$ cat src/rtl/ex_mem_skid.sv
// EX/MEM elastic pipeline stage: two-entry skid buffer between execute and memory,
// with branch resolution on the ALU zero flag and a registered one-cycle redirect.
module ex_mem_skid #(
  parameter int DATA_W = 32,
  parameter int REG_W  = 5
) (
  input  logic              clk,
  input  logic              reset,
  input  logic              flush,
  input  logic              ex_valid,
  output logic              ex_ready,
  input  logic [DATA_W-1:0] ex_alu_out,
  input  logic              ex_zero,
  input  logic [DATA_W-1:0] ex_store_data,
  input  logic [REG_W-1:0]  ex_rd,
  input  logic              ex_reg_write,
  input  logic              ex_mem_read,
  input  logic              ex_mem_write,
  input  logic              ex_branch,
  input  logic [DATA_W-1:0] ex_branch_target,
  output logic              mem_valid,
  input  logic              mem_ready,
  output logic [DATA_W-1:0] mem_alu_out,
  output logic [DATA_W-1:0] mem_store_data,
  output logic [REG_W-1:0]  mem_rd,
  output logic              mem_reg_write,
  output logic              mem_mem_read,
  output logic              mem_mem_write,
  output logic              branch_taken,
  output logic [DATA_W-1:0] branch_target
);

  typedef enum logic [1:0] {EMPTY, ONE, TWO} state_t;

  typedef struct packed {
    logic [DATA_W-1:0] alu;
    logic [DATA_W-1:0] sd;
    logic [REG_W-1:0]  rd;
    logic              rw;
    logic              mr;
    logic              mw;
  } beat_t;

  state_t            state_q, state_d;
  beat_t             main_q, main_d, skid_q, skid_d, in_beat;
  logic              mem_valid_q, mem_valid_d;
  logic              ex_ready_q, ex_ready_d;
  logic              br_taken_q, br_taken_d;
  logic [DATA_W-1:0] br_target_q, br_target_d;
  logic              accept, drain;

  assign accept = ex_valid & ex_ready_q;
  assign drain  = mem_valid_q & mem_ready;

  // x0 is hardwired zero, so a write to it is squashed at capture
  assign in_beat = '{alu: ex_alu_out, sd: ex_store_data, rd: ex_rd,
                     rw: ex_reg_write & (ex_rd != '0),
                     mr: ex_mem_read, mw: ex_mem_write};

  always_comb begin
    state_d     = state_q;
    main_d      = main_q;
    skid_d      = skid_q;
    br_taken_d  = 1'b0;
    br_target_d = br_target_q;
    if (flush) begin
      state_d = EMPTY;
    end else begin
      if (accept && ex_branch && ex_zero) begin
        br_taken_d  = 1'b1;
        br_target_d = ex_branch_target;
      end
      unique case (state_q)
        EMPTY: begin
          if (accept) begin
            main_d  = in_beat;
            state_d = ONE;
          end
        end
        ONE: begin
          if (accept && drain) begin
            main_d = in_beat;
          end else if (accept) begin
            skid_d  = in_beat;
            state_d = TWO;
          end else if (drain) begin
            state_d = EMPTY;
          end
        end
        TWO: begin
          if (drain) begin
            main_d  = skid_q;
            state_d = ONE;
          end
        end
        default: state_d = EMPTY;
      endcase
    end
    mem_valid_d = (state_d != EMPTY);
    ex_ready_d  = (state_d != TWO);
  end

  always_ff @(posedge clk or posedge reset) begin
    if (reset) begin
      state_q     <= EMPTY;
      main_q      <= '0;
      skid_q      <= '0;
      mem_valid_q <= 1'b0;
      ex_ready_q  <= 1'b1;
      br_taken_q  <= 1'b0;
      br_target_q <= '0;
    end else begin
      state_q     <= state_d;
      main_q      <= main_d;
      skid_q      <= skid_d;
      mem_valid_q <= mem_valid_d;
      ex_ready_q  <= ex_ready_d;
      br_taken_q  <= br_taken_d;
      br_target_q <= br_target_d;
    end
  end

  assign ex_ready       = ex_ready_q;
  assign mem_valid      = mem_valid_q;
  assign mem_alu_out    = main_q.alu;
  assign mem_store_data = main_q.sd;
  assign mem_rd         = main_q.rd;
  assign mem_reg_write  = main_q.rw;
  assign mem_mem_read   = main_q.mr;
  assign mem_mem_write  = main_q.mw;
  assign branch_taken   = br_taken_q;
  assign branch_target  = br_target_q;

endmodule

$ cat config.mk
export PLATFORM = sky130hd
export DESIGN_NAME = ex_mem_skid
export DESIGN_NICKNAME = d
export VERILOG_FILES = /design/src/rtl/ex_mem_skid.sv
export SDC_FILE = /design/constraint.sdc
export NUM_CORES = 1
export LEC_CHECK = 0
export CORE_ASPECT_RATIO = 1.1
export CORE_MARGIN = 8
export CORE_UTILIZATION = 35
export CTS_CLUSTER_DIAMETER = 30
export DETAILED_ROUTE_END_ITERATION = 8
export GPL_TIMING_DRIVEN = 0
export PLACE_DENSITY = 0.73
export SYNTH_ARGS = -nofsm -noshare
export SYNTH_HDL_FRONTEND = slang
export SYNTH_SLANG_ARGS = --single-unit
export TNS_END_PERCENT = 20
$ cat constraint.sdc
create_clock -name clk -period 11.24 [get_ports clk]
set_input_delay 2.248 -clock clk [delete_from_list [all_inputs] [get_ports clk]]
set_output_delay 2.248 -clock clk [all_outputs]
set_load 0.01 [all_outputs]
==> metrics.yaml <==
outcome: "finished clean"
seqCellArea_sq_um: 4530
wire_per_inst_um: 19.4
critPathArrivalTime_ps: 4140
drc: 0
maxSlewHeadroom: 0.539
max_freq_mhz: 261
num-fill-cells: 1784
synthCells: 503
clk_path_buf_depth: 2
dpl.hpwl_um: 14000
seq_area_frac_synth: 0.628
dpl_cell_area_sq_um: 9730
drv_cap: 0
rows: 55
maxSlewViolCount: 0
io_buffer_count: 216
timing.hold.ws_ps: 491
cp_slowest_cell: "nor3_4"
synth_top_family_by_area: "multiplexers"
die_w_um: 153
synthMuxAreaShare: 0.162
cts_tree: "yes"
grt_pass1_vias: 5668
drtAntennaViolNets: 0
antenna_found_initial: 0
worst-path-max-fanout: 10
synth.avg_cell_area_sq_um: 14.3
yosys.area.top_type: "dfrtp_1"
syn_nets: 614
cpPeakStageDelay_ps: 610
power.total_uw: 2260
crit_type: "input pin to flop"
tns_ps: 0
cts_sinks: 181
pin_count: 218
initial_core_util: 0.354
synth_top_area_frac: 0.625
async_reset_ff_frac: 1.00
grt_use_total: 0.157
synth-compound-area-share: 0.157
reg2reg_slack_ps: 9190
required_ps: 11540
fin_crit_sh: 0.342
layout_min_cycle_time_ps: 3840
hold_violations: 0
ys_types: 26
min_path_type: "flop to flop"
die_h_um: 167
cp_top_family: "buffers and inverters"
post-cts-setup-buffer-count: 0
synthAdderAreaFrac: 0
ctsResizeCount: 0
drive_gt1_frac: 0.188
dieArea_sq_um: 25500
yosys-top-cells-area: "dfrtp_1 (62%), mux2_2 (13%), a2bb2oi_1 (8.9%)"
clockRootBuffer: "clkbuf_16"
crit_buf_inv: 2
rsz0062_at_grt: "no"
final.setup_skew_ps: 9.13
grt_max_degree: 93
cp-end-kind: "flop"
final_area_sq_um: 10300
synth_xor_xnor_area_share: 0
coreArea_sq_um: 20400
dr.pass1.iters: 4
ir_drop_v: 0.000109
dp.cells: 976
globalplace.congestion: 0.760
numCtsBuffers: 17
multi_input_area_sq_um: 2430
yosysWarnings: 0
met2WireLength_um: 9360
ctsHoldBuffers: 0
drt-met1-wl_um: 8470
p_per_area_nw_per_um2: 221
via_count: 5167
finalSetupViolCount: 0
synthSimpleGateAreaFrac: 0.0175
insertion_delay_ps: 420
syn_to_final_growth_pct: 42.3
drt_iter0_markers: 165
ys.flop_type: "dfrtp_1"
syn-cell-area_sq_um: 7210
critPathLaunchType: "input pin"
power.leakage_uw: 0.00420
diodes: 0
wl_met3_um: 1510
grt_overflow: 0
tightest_slew_ps: 689
synth_edf_count: 0
clk_pin_slew_ps: 70
fin_nets: 850
cts.htree.levels: 4
ys_ff_latch: 181
totalWireLength_um: 19600
worstPathCellList: "clkdlybuf4s50_1 > nand3b_1 > nor3_4 > buf_6 > mux2_1"
grt_pass1_wl_um: 31900
layout.cells.non_filler: 1008
vias_per_cell: 5.13
top_layer: "met4"
[flip-flops by register name, indices dropped and copies added (netlist names)]
register        count
mem_mem_write       1
ex_ready            1
state_q             2
mem_rd              5
skid_q             72
branch_taken        1
mem_mem_read        1
mem_valid           1
mem_alu_out        32
branch_target      32
mem_store_data     32
mem_reg_write       1
[routing by layer]
layer | vias up | global-route usage
met2 | 143 | 0.248
met5 | - | 0
li1 | 2391 | -
met1 | 2616 | 0.194
met4 | 0 | 0.0491
met3 | 17 | 0.0611
[final timing paths]
path                                            start                             end  depth (start not counted)
worst min-delay path            skid_q[4]$_DFFE_PP0P_           skid_q[4]$_DFFE_PP0P_                          1
max in group asynchronous                       reset    branch_target[6]$_DFFE_PP0P_                          3
worst max register to register   state_q[0]$_DFF_PP0_           mem_rd[1]$_DFFE_PP0P_                          5
worst min register to register  skid_q[4]$_DFFE_PP0P_           skid_q[4]$_DFFE_PP0P_                          1
min in group asynchronous                       reset  mem_store_data[23]$_DFFE_PP0P_                          2
worst max-delay path                         ex_valid           skid_q[9]$_DFFE_PP0P_                          5
[stage by stage]
| step | util | setup WS [ps] |
|---|---|---|
| after floorplan | - | 4080 |
| after global placement | 0.476 | 1470 |
| after detailed placement | 0.478 | 6940 |
| after CTS | 0.504 | 7390 |
| after global routing | 0.504 | 7290 |
| final | 0.504 | 7400 |
[cells by family (layout without fill, tap and decap cells)]
family	count (synthesis)	count (layout)
AO/OA/AOI/OAI	151	151
buffers and inverters	45	294
flip-flops	181	181
multiplexers	104	104
AND/OR/NAND/NOR	22	22
[report_power, final]
| group | switching [uW] | internal (uW) |
|---|---|---|
| logic | 261 | 443 |
| clock network | 260 | 286 |
| registers | 125 | 889 |
[worst register-to-register path, delay by kind of cell (launching register included)]
| kind | cells | cell delay, ps |
|---|---|---|
| buffers and inverters | 2 | 1010 |
| flip-flops | 1 | 410 |
| AO/OA/AOI/OAI | 2 | 370 |
| AND/OR/NAND/NOR | 1 | 180 |
[final cells by class]
type	instances	area share
multi-input cells	277	0.236
well taps	256	0.0312
inverters	2	0.00146
plain buffers	43	0.0240
clock buffers	19	0.0422
flip-flops and latches	181	0.442
clock inverters	13	0.00975
repair buffers	217	0.213
[cell usage in the layout (no fill, tap or decap), drive strengths merged, types with 2 or more instances in the layout]
master,count
clkbuf,43
clkdlybuf4s50,216
nor3,3
dfrtp,180
and2,2
inv,6
buf,20
mux2,104
a21oi,2
o21ai,3
nor2,6
nand3b,2
a2bb2oi,73
clkinv,8
o22ai,71
nand2,5
[cells in the mapped netlist (2+ instances only)]
library cell / number
a21oi_1: 2
a2bb2oi_1: 73
and2_1: 2
buf_2: 5
buf_4: 7
buf_6: 7
clkbuf_1: 24
dfrtp_1: 180
inv_1: 2
mux2_1: 18
mux2_2: 86
nand2_1: 5
nand3b_1: 2
nor2_1: 6
o21ai_0: 3
o22ai_1: 71
(Power assumes the default switching activity.)
